===== config.mk =====
export PLATFORM = sky130hd
export DESIGN_NAME = saturn_bus_program_sequencer
export DESIGN_NICKNAME = d
export VERILOG_FILES = /design/src/rtl/saturn_bus_program_sequencer.sv
export SDC_FILE = /design/constraint.sdc
export NUM_CORES = 1
export LEC_CHECK = 0
export BUFFER_PORTS_ARGS = -buffer_cell sky130_fd_sc_hd__buf_2
export CORE_MARGIN = 5
export CORE_UTILIZATION = 50
export CTS_CLUSTER_SIZE = 24
export DETAILED_ROUTE_END_ITERATION = 16
export PLACE_DENSITY = 0.75
export SLEW_MARGIN = 20
export SYNTH_ARGS = -nofsm -noshare
export SYNTH_HDL_FRONTEND = slang
export SYNTH_SLANG_ARGS = --single-unit
export TNS_END_PERCENT = 30

===== constraint.sdc =====
create_clock -name i_clk -period 4 [get_ports i_clk]
set_input_delay 0.8 -clock i_clk [delete_from_list [all_inputs] [get_ports i_clk]]
set_output_delay 0.8 -clock i_clk [all_outputs]
set_load 0.02 [all_outputs]

===== src/rtl/saturn_bus_program_sequencer.sv =====
// Drains the control unit's bus program ring onto the Saturn nibble bus,
// tracking the 20-bit bus address and returning read nibbles.
module saturn_bus_program_sequencer #(
    parameter int PROG_DEPTH_LOG2 = 5,
    parameter int ADDR_NIBBLES    = 5
) (
    input  logic                         i_clk,
    input  logic                         i_reset,
    input  logic                         i_clk_en,
    input  logic [3:0]                   i_phases,
    input  logic [4:0]                   i_program_data,
    input  logic [PROG_DEPTH_LOG2-1:0]   i_program_address,
    output logic [PROG_DEPTH_LOG2-1:0]   o_program_address,
    output logic [3:0]                   o_bus_data,
    output logic                         o_bus_cmd,
    output logic                         o_bus_strobe,
    input  logic [3:0]                   i_bus_nibble,
    output logic [3:0]                   o_nibble,
    output logic                         o_nibble_valid,
    output logic                         o_bus_busy,
    output logic [4*ADDR_NIBBLES-1:0]    o_address,
    output logic                         o_error
);

    localparam int PW = PROG_DEPTH_LOG2;
    localparam int AW = 4 * ADDR_NIBBLES;
    localparam int CW = $clog2(ADDR_NIBBLES + 1);

    localparam logic [3:0] BUSCMD_PC_READ = 4'h0;
    localparam logic [3:0] BUSCMD_DP_READ = 4'h1;
    localparam logic [3:0] BUSCMD_LOAD_PC = 4'h4;
    localparam logic [3:0] BUSCMD_LOAD_DP = 4'h5;

    typedef enum logic [1:0] {
        S_IDLE,
        S_ADDR,
        S_RUN
    } state_t;

    state_t          state_q, state_d;
    logic [CW-1:0]   ctr_q, ctr_d;
    logic [PW-1:0]   ptr_q, ptr_d;
    logic [AW-1:0]   addr_q, addr_d;
    logic [3:0]      data_q, data_d;
    logic            cmd_q, cmd_d;
    logic            strobe_q, strobe_d;
    logic [3:0]      nib_q, nib_d;
    logic            valid_q, valid_d;
    logic            err_q, err_d;
    logic            seen_q, seen_d;
    logic            skip_q, skip_d;

    logic            pending;
    logic            consume;
    logic            do_read;
    logic            is_cmd;
    logic [3:0]      nib;
    logic            is_load;
    logic            is_read;
    logic            is_other;
    logic            addr_data;
    logic            write_data;
    logic            addr_last;

    assign pending    = (ptr_q != i_program_address);
    assign is_cmd     = i_program_data[4];
    assign nib        = i_program_data[3:0];
    assign is_load    = is_cmd & ((nib == BUSCMD_LOAD_PC) | (nib == BUSCMD_LOAD_DP));
    assign is_read    = is_cmd & ((nib == BUSCMD_PC_READ) | (nib == BUSCMD_DP_READ));
    assign is_other   = is_cmd & ~is_load & ~is_read;
    assign addr_data  = ~is_cmd & (state_q == S_ADDR);
    assign write_data = ~is_cmd & (state_q != S_ADDR);
    assign addr_last  = (ctr_q == CW'(ADDR_NIBBLES - 1));
    assign consume    = i_phases[1] & pending;
    // skip_q blocks the read slot of a bus cycle already used by an entry
    assign do_read    = i_phases[2] & ~pending & ~skip_q & (state_q == S_RUN);

    always_ff @(posedge i_clk or negedge i_reset) begin
        if (!i_reset) begin
            state_q  <= S_IDLE;
            ctr_q    <= '0;
            ptr_q    <= '0;
            addr_q   <= '0;
            data_q   <= '0;
            cmd_q    <= 1'b0;
            strobe_q <= 1'b0;
            nib_q    <= '0;
            valid_q  <= 1'b0;
            err_q    <= 1'b0;
            seen_q   <= 1'b0;
            skip_q   <= 1'b0;
        end else if (i_clk_en) begin
            state_q  <= state_d;
            ctr_q    <= ctr_d;
            ptr_q    <= ptr_d;
            addr_q   <= addr_d;
            data_q   <= data_d;
            cmd_q    <= cmd_d;
            strobe_q <= strobe_d;
            nib_q    <= nib_d;
            valid_q  <= valid_d;
            err_q    <= err_d;
            seen_q   <= seen_d;
            skip_q   <= skip_d;
        end
    end

    always_comb begin
        state_d = state_q;
        ctr_d   = ctr_q;
        if (consume) begin
            unique case (1'b1)
                is_load: begin
                    state_d = S_ADDR;
                    ctr_d   = '0;
                end
                is_read:  state_d = S_RUN;
                is_other: state_d = S_IDLE;
                addr_data: begin
                    ctr_d = ctr_q + CW'(1);
                    if (addr_last) state_d = S_RUN;
                end
                write_data: state_d = S_IDLE;
                default: ;
            endcase
        end
    end

    always_comb begin
        ptr_d    = ptr_q;
        addr_d   = addr_q;
        data_d   = data_q;
        cmd_d    = cmd_q;
        strobe_d = 1'b0;
        nib_d    = nib_q;
        valid_d  = 1'b0;
        err_d    = err_q;
        seen_d   = seen_q;
        skip_d   = i_phases[0] ? 1'b0 : skip_q;
        if (consume) begin
            ptr_d    = ptr_q + PW'(1);
            data_d   = nib;
            cmd_d    = is_cmd;
            strobe_d = 1'b1;
            skip_d   = 1'b1;
            if (is_cmd) begin
                seen_d = 1'b1;
                if (state_q == S_ADDR && ctr_q < CW'(ADDR_NIBBLES - 1))
                    err_d = 1'b1;
            end else if (state_q == S_ADDR) begin
                for (int i = 0; i < ADDR_NIBBLES; i++)
                    if (ctr_q == CW'(i)) addr_d[i*4 +: 4] = nib;
            end else begin
                addr_d = addr_q + AW'(1);
                if (!seen_q) err_d = 1'b1;
            end
        end else if (do_read) begin
            nib_d    = i_bus_nibble;
            valid_d  = 1'b1;
            strobe_d = 1'b1;
            cmd_d    = 1'b0;
            addr_d   = addr_q + AW'(1);
        end
    end

    assign o_program_address = ptr_q;
    assign o_bus_data        = data_q;
    assign o_bus_cmd         = cmd_q;
    assign o_bus_strobe      = strobe_q;
    assign o_nibble          = nib_q;
    assign o_nibble_valid    = valid_q;
    assign o_bus_busy        = pending | (state_q == S_ADDR);
    assign o_address         = addr_q;
    assign o_error           = err_q;

endmodule

Yosys cells after proc, flatten, opt, wreduce, memory -nomap -nowiden --
Index checks and enable logic that the tools add are counted.
Operators by class: bitwise logic cells 19, reductions and logical operators 21, $add $sub $neg 3, $lt $le $gt $ge 1, equality and inequality tests 21, muxes and demuxes 23
Operator list (number):
- 2-to-1 mux 20 bit | 4
- AND reduction 4 bit | 6
- adder 20 x 1 -> 20 bit (second input constant) | 1
- 2-to-1 mux 4 bit | 5
- != test 3 x 2 -> 1 bit (second input constant) | 4
- 2-to-1 mux 1 bit | 11
- bitwise AND 1 bit | 10
- AND reduction 3 bit | 3
- == test 4 x 3 -> 1 bit (second input constant) | 2
- one-hot mux 2 bit (4 select lines) | 1
- == test 3 x 2 -> 1 bit (second input constant) | 2
- != test 2 x 1 -> 1 bit (second input constant) | 3
- != test 2 bit (second input constant) | 3
- NOT 1 bit | 6
- one-hot mux 3 bit (2 select lines) | 1
- AND reduction 2 bit | 3
- nonzero test 2 bit | 3
- adder 5 x 1 -> 5 bit (second input constant) | 1
- != test 5 bit | 1
- AND reduction 5 bit | 1
- == test 4 x 1 -> 1 bit (second input constant) | 1
- zero test 4 bit | 1
- nonzero test 4 bit | 1
- adder 3 x 1 -> 3 bit (second input constant) | 1
- 11 further kinds | 13
Storage, ports and cells: word-level logic and storage cells 104, register bits 44, output and inout bits 38

Logic depth before layout (Yosys ltp) --
depth in word-level cells 9, mapped depth 7, mapped depth without buffers 7

Least setup slack after synthesis --
OpenSTA, ideal clock, no wires.
kind input to output, start point input port i_program_address[4], end point output port o_bus_busy, slack 1577 ps, cell stages on the path 4, data required time 3200 ps, data arrival time 1623 ps, cells stage by stage xor2_1 nor3_4 buf_6 nand3_1
On the way: word-level cells in the longest chain between the ends 2
Ends and longest elaborated chain:
- start, declared | RTL line 12 | input logic [PROG_DEPTH_LOG2-1:0] i_program_address,
- != test 5 bit | RTL line 65 | assign pending = (ptr_q != i_program_address);
- OR 1 bit | RTL line 172 | assign o_bus_busy = pending | (state_q == S_ADDR);
- end, declared | RTL line 20 | output logic o_bus_busy,
Every way passes these cells.

Final worst setup path --
start point input port i_program_address[0], end point output port o_bus_busy
Same word-level chain as after synthesis.

==> run metrics <==
status finished, final reports clean; Sw Pwr 748.9 uW; post-synthesis xor/xnor area fraction 2.975%; Starting DRT DRC Count 149; Worst path slowest cell nor2_2; Post-CTS Hold Buffers 0; Core Region 5140 um^2; RR Endpoint o_address[10]; pin count of the biggest net entering global routing 45; GP Congestion 0.8521; mux contribution to synthesized area 2.550%; initial antenna violation count 0; Yosys Warn Count 0; Synth Flop Type dfrtp_1; Worst Tran Pin Value 944.1 ps; Adder-Cell Fraction of Synth Area 3.305%; vias in the first global route 2216; sequential element share of the synthesized area 41.55%; critical path capture point o_bus_busy; Avg Inst Size Synth 10.19 um^2; cts bufs inserted 5; Hold Slack 459.5 ps; clk buf depth 2; clock network fraction of total power 16.4%; crit path kind input port to primary output; setup bufs post-CTS 0; RSZ-0062 raised after global routing false; cell with the most instances after synthesis dfrtp_1; Slew HR 36.68%; drt pass-1 iters 4; Post-DRT Antenna Nets 0; fraction of layout instances using a drive strength above 1 30.50%; RR Startpoint o_program_address[0]; fin crit share 67.00%; synth cell count leaders dfrtp_1 (44), nand2_1 (27), inv_1 (14); power share of the combinational group 42.7%; area grow syn2layout 15.06%; Setup TNS Final 0 ps; H-tree Lvls 2; Buffers on Ports 57; GRT Overall Usage 18.03%; IO Count 59; dpl ws 1114 ps; final wirelength 5.974 mm; Max Cap Viol 0; slowest cell delay on critical path 310 ps; DIE HEIGHT 82.80 um; crit start category input port; ANT cells 0; first-pass GRT wire length 10.56 mm; root buffer cell clkbuf_8; routed len/inst 15.40 um; power density over the cells 570.7 nW/um^2; FFs w/ async S/R, synth 100.0%; Worst VDD drop 0.3519 mV; row cnt 26; final count of pins violating max slew 0; Crit path max-delay family buffers and inverters; Hold Fails Final Rpt 0; # DRC 0; vias per std cell 5.796; clock sinks 44; Cell Area, Synth 2650 um^2; share of the synthesized area in the top cell type 41.55%; crit-path cells buf_2 > xor2_1 > nor2_2 > buf_4 > nand3_1 > buf_2; Final #Nets 345; min Tclk post-route 2680 ps; reg2reg setup slack 1560 ps; P_int 991.3 uW; GRT overflow 0; Reg clk slew, reported paths 70 ps; CTS tree yes; post-synth cell types 57; Starting Density 51.56%; Worst R2R Path Depth 6; critical path endpoint category primary output; Leak 1.454 nW; Max Fclk 373.1 MHz; Post-DP HPWL 4.402 mm; Post-Synth Simple-Gate Area 17.28%; Worst Path Arrival 1880 ps; Seq pwr share 40.9%; CP most frequent cell buf_2; Hold Path Stages 1; Synth area leader dfrtp_1; Sw Ratio 43.03%; Compound-Gate Fraction of Synth Area 26.44%; die width 82.80 um; Worst path depth 6; Crit Path Max Fanout 10; Cells after Synth 260; worst min path class register to register; Crit path buffers/inverters 3; # resized after CTS 0; clk_skew 12.09 ps; Final WS setup 1320 ps; syn nets 288; largest family of logic cells by synthesized area compound AO/OA/AOI/OAI gates; worst skew pair latency 300 ps; Yosys reg bits 44; setup violators final 0; DR vias 2249; Critical Path RT 3200 ps; beginning of the critical path i_program_address[0]; top post-synthesis cells by area dfrtp_1 (42%), nand2_1 (3.8%), a22oi_1 (3.7%); die footprint 6856 um^2; Post-synth EDFFs 0
metrics by stage:
stage | cell area, um^2 | utilization, % | cells | power (mW)
after floorplan | 2650 | - | 260 | 1.228
final | 3049 | 59.32 | 388 | 1.740
after global routing | 3049 | 59.32 | 388 | 1.860
after detailed placement | 2957 | 57.52 | 380 | 1.468
after global placement | 2957 | 57.52 | 380 | 1.447
after CTS | 3047 | 59.27 | 388 | 1.757
power groups by stage:
stage | sequential, mW | combinational (mW) | clock (mW)
global placement | 0.717 | 0.730 | 0
floorplan | 0.848 | 0.380 | 0
finish | 0.711 | 0.743 | 0.286
detailed placement | 0.720 | 0.748 | 0
global route | 0.738 | 0.806 | 0.316
CTS | 0.712 | 0.750 | 0.296
state kept, by name (all words and copies together), names as in the netlist:
name	count
skip_q	1
o_address	20
o_error	1
state_q	2
ctr_q	3
o_program_address	5
o_bus_cmd	1
o_nibble	4
o_nibble_valid	1
seen_q	1
o_bus_strobe	1
o_bus_data	4
layout by cell type, fill, tap and decap left out, types with 2 or more instances in the layout:
cell type and instances:
buf_2 56, dfrtp_1 44, nand4_1 3, a22oi_1 13, clkbuf_1 2, nor3_1 6, nor2b_1 3, nand3_1 8
xnor2_1 2, a211oi_2 4, a41oi_1 2, a21oi_1 4, a31o_2 8, clkbuf_8 6, o21ai_0 8, o22ai_1 9
ha_1 7, and3_1 7, a2bb2oi_1 7, nand3_2 2, a2bb2oi_2 2, buf_4 6, mux2_2 5, o22a_1 4
a21o_1 9, xor2_1 7, nand2_1 27, or2_1 4, a21oi_2 3, a31oi_1 3, nor4_1 2, a41o_1 2
inv_1 14, nor2_1 7
cell type report:
cell class / count / area (um^2)
clock buffers: 8 / 90.09
fillers: 482 / 2091
repair buffers: 62 / 325.3
inverters: 14 / 52.55
flip-flops and latches: 44 / 1101
multi-input cells: 190 / 1393
well taps: 70 / 87.58
cells by family after synthesis:
| kind of cell | Yosys count |
|---|---|
| fa+ha+maj | 7 |
| mux | 6 |
| buf+inv | 26 |
| compound gates | 87 |
| xor+xnor | 9 |
| simple gates | 81 |
| flops | 44 |
how the worst min path moves through the flow:
stage	from	endpoint	slack [ps]
after detailed placement	o_error	o_error	440
after global placement	o_error	o_error	430
final	o_error	o_error	460
after floorplan	seen_q	seen_q	430
after global routing	o_error	o_error	500
after CTS	o_error	o_error	460
layer usage:
metal / global-route usage, % / vias up / share of wire, %
met5: 0 / - / 0
met4: 4.160 / 0 / 0.25
met3: 4.257 / 2 / 5.8
met2: 29.45 / 70 / 50
met1: 24.31 / 1084 / 44
li1: - / 1093 / -
Power figures use the tool's default switching activity.
